$ cat config.mk
export PLATFORM = sky130hd
export DESIGN_NAME = cp0
export DESIGN_NICKNAME = d
export VERILOG_FILES = /design/src/rtl/cp0.sv
export SDC_FILE = /design/constraint.sdc
export NUM_CORES = 1
export LEC_CHECK = 0
export ABC_AREA = 1
export BUFFER_PORTS_ARGS = -buffer_cell sky130_fd_sc_hd__buf_2
export CAP_MARGIN = 5
export CORE_MARGIN = 8
export CORE_UTILIZATION = 45
export CTS_BUF_LIST = sky130_fd_sc_hd__clkbuf_4 sky130_fd_sc_hd__clkbuf_8 sky130_fd_sc_hd__clkbuf_16
export DETAILED_ROUTE_END_ITERATION = 7
export PLACE_DENSITY = 0.78
export REMOVE_ABC_BUFFERS = 1
export SYNTH_ARGS = -nofsm -noshare
export SYNTH_HDL_FRONTEND = slang
export SYNTH_SLANG_ARGS = --single-unit
$ cat constraint.sdc
create_clock -name clk -period 1.35 [get_ports clk]
set_input_delay 0.2025 -clock clk [delete_from_list [all_inputs] [get_ports clk]]
set_output_delay 0.2025 -clock clk [all_outputs]
set_load 0.01 [all_outputs]
$ cat src/rtl/cp0.sv
// MIPS system-control coprocessor: SR/Cause/EPC/PRId, interrupt and exception
// arbitration for the memory stage, and mfc0/mtc0 access.
module cp0 #(
   parameter logic [31:0] PRID = 32'h0000_1926
) (
   input  logic        clk,
   input  logic        reset,
   input  logic [4:0]  addr,
   input  logic [31:0] din,
   input  logic        we,
   input  logic        eret,
   input  logic [31:0] pc,
   input  logic        bd,
   input  logic [5:0]  exccode,
   input  logic [5:0]  hwint,
   output logic        intreq,
   output logic [31:0] epc,
   output logic [31:0] dout
);

   localparam logic [4:0] ADDR_SR    = 5'd12;
   localparam logic [4:0] ADDR_CAUSE = 5'd13;
   localparam logic [4:0] ADDR_EPC   = 5'd14;
   localparam logic [4:0] ADDR_PRID  = 5'd15;

   logic [5:0]  sr_im_q, sr_im_d;
   logic        sr_exl_q, sr_exl_d;
   logic        sr_ie_q, sr_ie_d;
   logic        cause_bd_q, cause_bd_d;
   logic [5:0]  cause_ip_q;
   logic [4:0]  cause_exc_q, cause_exc_d;
   logic [31:0] epc_q, epc_d;

   logic        int_pend;
   logic        exc_pend;
   logic [31:0] epc_target;

   assign int_pend   = (|(hwint & sr_im_q)) & sr_ie_q & ~sr_exl_q;
   assign exc_pend   = (exccode != 6'd0) & ~sr_exl_q;
   assign intreq     = (int_pend | exc_pend) & ~reset;
   assign epc_target = (bd ? (pc - 32'd4) : pc) & 32'hFFFF_FFFC;

   always_comb begin
      sr_im_d     = sr_im_q;
      sr_exl_d    = sr_exl_q;
      sr_ie_d     = sr_ie_q;
      cause_bd_d  = cause_bd_q;
      cause_exc_d = cause_exc_q;
      epc_d       = epc_q;
      if (intreq) begin
         // Taking the trap drops any mtc0/eret sharing this cycle.
         sr_exl_d    = 1'b1;
         cause_bd_d  = bd;
         cause_exc_d = int_pend ? 5'd0 : exccode[4:0];
         epc_d       = epc_target;
      end else begin
         if (we && addr == ADDR_SR) begin
            sr_im_d  = din[15:10];
            sr_exl_d = din[1];
            sr_ie_d  = din[0];
         end
         if (we && addr == ADDR_EPC) begin
            epc_d = din;
         end
         // eret wins over an mtc0 EXL write in the same cycle.
         if (eret) begin
            sr_exl_d = 1'b0;
         end
      end
   end

   always_ff @(posedge clk) begin
      if (reset) begin
         sr_im_q     <= 6'd0;
         sr_exl_q    <= 1'b0;
         sr_ie_q     <= 1'b0;
         cause_bd_q  <= 1'b0;
         cause_ip_q  <= 6'd0;
         cause_exc_q <= 5'd0;
         epc_q       <= 32'd0;
      end else begin
         sr_im_q     <= sr_im_d;
         sr_exl_q    <= sr_exl_d;
         sr_ie_q     <= sr_ie_d;
         cause_bd_q  <= cause_bd_d;
         cause_ip_q  <= hwint;
         cause_exc_q <= cause_exc_d;
         epc_q       <= epc_d;
      end
   end

   assign epc = epc_q;

   always_comb begin
      dout = 32'd0;
      case (addr)
         ADDR_SR:    dout = {16'd0, sr_im_q, 8'd0, sr_exl_q, sr_ie_q};
         ADDR_CAUSE: dout = {cause_bd_q, 15'd0, cause_ip_q, 3'd0, cause_exc_q, 2'd0};
         ADDR_EPC:   dout = epc_q;
         ADDR_PRID:  dout = PRID;
         default:    dout = 32'd0;
      endcase
   end

endmodule

==> results by group, run 1 <==
STA
  • Tmin final: 1.60 ns
  • Fin. Hold Viols: 0
  • Final setup fails: 41
  • Tightest Pin Transition: 0.583 ns
  • RSZ-0062 raised after global routing: yes
  • FMAX: 624 MHz
  • Period utilization: 119%
  • Clk_skew: 0.00909 ns
  • Final worst slack: -0.252 ns
  • Fin. max-slew vios: 0
  • Slew margin rel.: 61.0%
  • Hold_ws: 0.0932 ns

Yosys
  • Synth warnings: 0
  • Mapped cell area: 0.00374 mm2
  • Post-synthesis register bit count: 52
  • Post-synth top area cell: dfxtp_1
  • Synth Instances: 621
  • Top cells by area, synth: dfxtp_1 (28%), nand2_1 (17%), nand3_1 (9.9%)
  • Sequential area share after synthesis: 27.8%
  • Syn avg cell area: 6.02 um2
  • Distinct cells, synth: 35
  • Share of the synthesized area in the top cell type: 27.8%

Run
  • Max cap viols: 0

Finish
  • Fin area: 0.00572 mm2
  • Post-route insts no fill: 952
  • P&R area growth vs syn: 53.0%
  • Layout cells sized above 1: 39.7%
  • Final nets: 932
  • Fin util: 70.3%

Power
  • Sw frac: 32.3%
  • Comb power frac: 30.2%
  • Switching power: 1.33 mW
  • LEAKAGE: 3.06 nW
  • Power, Total: 4.12 mW
  • Clock share of power: 28.4%
  • Part of the power in registers: 41.3%
  • Power density over the cells: 719 mW/mm2
  • Worst IR Drop VDD: 0.460 mV
  • Pint: 2.79 mW

Worst setup path
  • WP data required: 1.57 ns
  • Worst setup SP type: register
  • Worst EP arrival: 1.82 ns
  • Critical Path End Type: register
  • Critical path class: register to register
  • Crit Path Max Fanout: 6

Floorplanning
  • Chip width: 107 um
  • Starting density of the core: 46.0%
  • Total die area: 0.0115 mm2
  • Num rows: 33
  • # IOs: 151
  • CORE AREA: 0.00813 mm2
  • Die Y: 107 um

Detailed routing
  • Via count: 4,792
  • Via density: 5.03
  • Antenna Violating Nets Remaining: 0
  • DRT Pass-1 Iters: 5
  • WL per Instance: 15.4 um
  • Remaining DRCs: 0
  • Iteration-0 DRC Markers: 265
  • Routed wire length: 14.7 mm

Global route
  • Total Routing Usage GR: 22.3%
  • Initial antenna violation count: 1
  • Remaining Overflow, GRT: 0
  • Largest net degree at the start of global routing: 25
  • First-pass GRT wire length: 21.2 mm
  • Vias in the first global route: 4,538

Clock tree
  • Clock sinks: 52
  • Root buffer cell: clkbuf_8
  • Clk buf depth: 2
  • Hold-fix buffer count after cts: 0
  • Number of buffers created by CTS: 5
  • Clk Latency, worst-skew pair: 0.32 ns
  • H-Tree Depth: 2
  • Clk slew on worst S/H paths: 0.11 ns
  • CTS tree: done

Worst hold path
  • Worst Hold Class: input port to register

Status
  • Violated checks: negative setup slack
  • Status: finished with violations

Placed design
  • Cells after DPL: 927
  • Gpl congestion: 0.880
  • Port Buffers: 148
  • Dpl hpwl: 10.8 mm
  • DP Area: 0.00507 mm2
-- metal layers --
metal | track usage [%] | routed length, um | vias up
met5 | 0 | 0 | -
met4 | 6.33 | 267 | 0
met3 | 3.30 | 952 | 27
met2 | 40.4 | 7510 | 200
met1 | 26.4 | 5930 | 2176
li1 | - | - | 2389
-- through the flow --
| stage | setup TNS, ns | setup slack [ns] |
|---|---|---|
| after global placement | -2.14 | -0.139 |
| after CTS | -5.68 | -0.219 |
| after detailed placement | -3.29 | -0.227 |
| after floorplan | -6.54 | -0.263 |
| final | -6.71 | -0.252 |
| after global routing | -10.73 | -0.330 |
-- synthesized netlist by cell type, drive strengths merged --
cell     instances
o22ai            3
nand4            9
nor2           110
a31oi            2
inv             98
clkinv           1
nand3           75
xnor2            4
o2111ai          1
nand3b           2
o211ai           4
a211oi           4
xor2            11
o311ai           1
o21ai           33
clkbuf           4
o221ai           1
ha               1
nand2          175
buf             16
a21oi           14
dfxtp           52
-- placed cells by master (no fill, tap or decap), types with 3 or more instances in the layout --
master / instances
clkbuf_8: 5
o21ai_2: 13
a21oi_2: 3
a21oi_1: 10
buf_4: 66
xnor2_1: 4
nand3_1: 65
nor2_2: 15
buf_12: 8
inv_2: 7
nand2_4: 8
nor2_4: 7
nand4_1: 9
buf_2: 147
o211ai_1: 4
nand2_2: 12
o21ai_1: 9
nand2_1: 153
nand2_8: 3
o22ai_1: 3
xor2_1: 11
inv_1: 90
clkbuf_16: 4
o21ai_0: 11
buf_6: 9
nor2_1: 86
dfxtp_2: 5
dfxtp_1: 47
nand3_2: 10
-- critical path: stages, from the launching register on --
cell	delay, ns
dfxtp_2	0.34
inv_2	0.03
o21ai_2	0.09
inv_1	0.06
nand2_2	0.09
nand2_4	0.07
buf_6	0.14
nand2_8	0.07
nand2_8	0.09
buf_8	0.17
buf_6	0.13
nand3_2	0.05
nand2_1	0.05
nor2_1	0.09
nor2_1	0.04
-- state kept, by name, indices dropped and copies added (netlist names) --
register     flops
cause_bd_q       1
sr_exl_q         1
sr_im_q          6
cause_exc_q      5
cause_ip_q       6
epc             32
sr_ie_q          1
-- cell families after synthesis --
group	Yosys count	synth area share (%)
buf+inv	119	14.0
simple gates	371	44.5
compound gates	63	9.84
fa+ha+maj	1	0.335
xor+xnor	15	3.51
flops	52	27.8
-- power groups by stage --
| stage | clock [mW] | combinational [mW] | sequential, mW |
|---|---|---|---|
| global route | 1.24 | 1.34 | 1.71 |
| detailed placement | 0 | 0.993 | 1.73 |
| CTS | 1.18 | 1.04 | 1.70 |
| global placement | 0 | 0.969 | 1.73 |
| floorplan | 0 | 0.441 | 1.76 |
| finish | 1.17 | 1.24 | 1.70 |
-- area by class of cell --
| class | count | area, um2 |
|---|---|---|
| inverter | 99 | 380 |
| clock inverter | 2 | 38.8 |
| tap | 105 | 131 |
| sequential | 52 | 1050 |
| timing repair buffer | 236 | 1620 |
| multi-input combinational | 451 | 2420 |
| antenna | 1 | 2.50 |
| clock buffer | 6 | 76.3 |
| fill | 677 | 2410 |
-- path summary, 6_finish.rpt --
check	startpoint	end	slack [ns]	cells past startpoint
setup reg to reg	sr_im_q[1]$_SDFFE_PP0P_	epc[13]$_SDFFE_PP0P_	-0.25	14
hold / removal	hwint[0]	cause_ip_q[0]$_SDFF_PP0_	0.09	3
hold reg to reg	cause_bd_q$_SDFFE_PP0P_	cause_bd_q$_SDFFE_PP0P_	0.48	2
setup / recovery	sr_im_q[1]$_SDFFE_PP0P_	epc[13]$_SDFFE_PP0P_	-0.25	14
-- timing repair --
item	in CTS	in global routing
setup buffers	6	6
pin swaps	3	19
gates resized for setup	32	74
gates cloned	0	6
endpoints found under the setup margin	46	61
Note: power is estimated with default switching activity, not from simulation.
==> run 2: changes to the inputs <==
- BUFFER_PORTS_ARGS: -buffer_cell sky130_fd_sc_hd__buf_2 -> not set
- CELL_PAD_IN_SITES_DETAIL_PLACEMENT: not set -> 1
- CELL_PAD_IN_SITES_GLOBAL_PLACEMENT: not set -> 1
- CORE_UTILIZATION: 45 -> 38
- DONT_BUFFER_PORTS: not set -> 1
- HOLD_SLACK_MARGIN: not set -> 0.08
- PLACE_DENSITY: 0.78 -> not set
- PLACE_DENSITY_LB_ADDON: not set -> 0.1
==> results by group, run 2 (synthesis results as in run 1) <==
Status
  • Status: finished with violations
  • Violated checks: negative setup slack

STA
  • Tightest Pin Transition: 1.17 ns
  • Tmin final: 1.62 ns
  • Hold_ws: 0.0879 ns
  • Final setup fails: 46
  • Setup TNS: -8.93 ns
  • RSZ-0062 raised after global routing: yes
  • Clk_skew: 0.0100 ns
  • Fin. Hold Viols: 0
  • FMAX: 618 MHz
  • Final worst slack: -0.269 ns
  • Slew margin rel.: 21.8%
  • Period utilization: 120%
  • Fin. max-slew vios: 0

Clock tree
  • Clk Latency, worst-skew pair: 0.32 ns
  • Clk slew on worst S/H paths: 0.11 ns
  • Number of buffers created by CTS: 5
  • Clock sinks: 52
  • H-Tree Depth: 2
  • CTS tree: done
  • Clk buf depth: 2
  • Root buffer cell: clkbuf_8

Power
  • Switching power: 1.32 mW
  • Sw frac: 32.8%
  • Pint: 2.71 mW
  • LEAKAGE: 2.57 nW
  • Worst IR Drop VDD: 0.411 mV
  • Power density over the cells: 726 mW/mm2
  • Comb power frac: 28.8%
  • Power, Total: 4.03 mW
  • Part of the power in registers: 43.7%
  • Clock share of power: 27.5%

Finish
  • Layout cells sized above 1: 32.7%
  • Ant diodes: 0
  • Commonest non-fill, non-tap cell in the layout: nand2_1
  • Flip-flop count of the largest register after layout: 32
  • Final nets: 803
  • P&R area growth vs syn: 48.5%
  • Most frequent cells in the layout: nand2_1 (147), inv_1 (89), nor2_1 (88)

Global route
  • First-pass GRT wire length: 25.4 mm
  • Largest net degree at the start of global routing: 24
  • Initial antenna violation count: 0
  • Vias in the first global route: 4,727
  • Remaining Overflow, GRT: 0
  • Total Routing Usage GR: 24.6%

Floorplanning
  • Starting density of the core: 38.6%
  • CORE AREA: 0.00968 mm2
  • Total die area: 0.0133 mm2
  • Chip width: 115 um
  • Num rows: 36
  • Die Y: 115 um
  • # IOs: 151

Worst setup path
  • Crit Path Max Fanout: 3
  • Worst setup SP type: register
  • WP data required: 1.15 ns
  • Max stage delay on crit path: 0.35 ns
  • Delay-heaviest family, CP: flip-flops
  • Critical Path End Type: primary output
  • Slowest-stage cell, CP: dfxtp_2
  • Worst EP arrival: 1.42 ns
  • Critical path class: register to primary output
  • WP buf/inv: 2
  • Worst-path cell chain: nand2_1, nand2_1, nor2_2, nand2_2, nand2_4, a21oi_4, buf_6, buf_6

Placed design
  • Port Buffers: 0
  • Dpl hpwl: 11.4 mm
  • Gpl congestion: 0.891

Detailed routing
  • Via density: 5.27
  • Antenna Violating Nets Remaining: 0
  • Routed wire length: 17.0 mm
  • Remaining DRCs: 0
  • Iteration-0 DRC Markers: 212
  • Via count: 4,468
  • DRT Pass-1 Iters: 4
  • WL per Instance: 20.1 um

Worst hold path
  • Worst Hold Class: input port to register

Run
  • Max cap viols: 0
## run 2: final timing paths
check | cells after the start | endpoint | slack (ns) | startpoint
worst max-delay path | 8 | intreq | -0.27 | sr_im_q[3]$_SDFFE_PP0P_
worst min-delay path | 4 | epc[19]$_SDFFE_PP0P_ | 0.09 | din[19]
worst max register to register | 12 | epc[4]$_SDFFE_PP0P_ | -0.25 | sr_im_q[3]$_SDFFE_PP0P_
worst min register to register | 2 | cause_exc_q[1]$_SDFFE_PP0P_ | 0.48 | cause_exc_q[1]$_SDFFE_PP0P_
## run 2: final cells by class
type,instances,area (um2)
fillers,1259,4130
multi-input cells,451,2700
repair buffers,107,1140
flip-flops and latches,52,1070
inverters,99,387
well taps,133,166
clock buffers,5,68.8
clock inverters,1,30.0
## run 2: power groups by stage
stage	sequential (mW)	clock, mW	combinational, mW
after detailed placement	1.78	0	0.671
after floorplan	1.76	0	0.441
final	1.76	1.11	1.16
after global routing	1.78	1.19	1.25
after CTS	1.75	1.13	1.06
after global placement	1.78	0	0.644
## run 2: routing by layer
metal	share of wire [%]	vias to the layer above	track usage [%]
met5	0	-	0
met4	2.4	0	6.92
met3	7.6	35	6.04
met2	52	146	45.1
met1	38	2159	27.4
li1	-	2128	-
## run 2: through the flow
step | area [um2] | cells | utilization, % | worst slack (ns)
after detailed placement | 4310 | 798 | 44.5 | -0.176
after CTS | 5290 | 843 | 54.6 | -0.253
after global placement | 4310 | 798 | 44.5 | -0.0825
after floorplan | 3590 | 601 | - | -0.263
final | 5550 | 848 | 57.3 | -0.269
after global routing | 5550 | 848 | 57.3 | -0.388
## run 2: worst reg2reg max path, cell delays in order (launching register included)
cell and delay [ns]:
dfxtp_2 0.34, nand2_1 0.07, nand2_1 0.08, nor2_2 0.10, nand2_2 0.08, nand2_4 0.09
nand2_4 0.08, buf_4 0.15, buf_6 0.10, buf_8 0.13, inv_8 0.07, o21ai_4 0.06
a31oi_4 0.18
## run 2: timing repair
| item | 4_1_cts | 5_1_grt |
|---|---|---|
| resized for setup | 109 | 65 |
| hold buffers | 21 | 0 |
| hold endpoints to repair | 36 | 0 |
| gates cloned | 7 | 0 |
| buffers inserted | 13 | 8 |
| pin swaps | 23 | 19 |
| setup endpoints to repair | 51 | 62 |
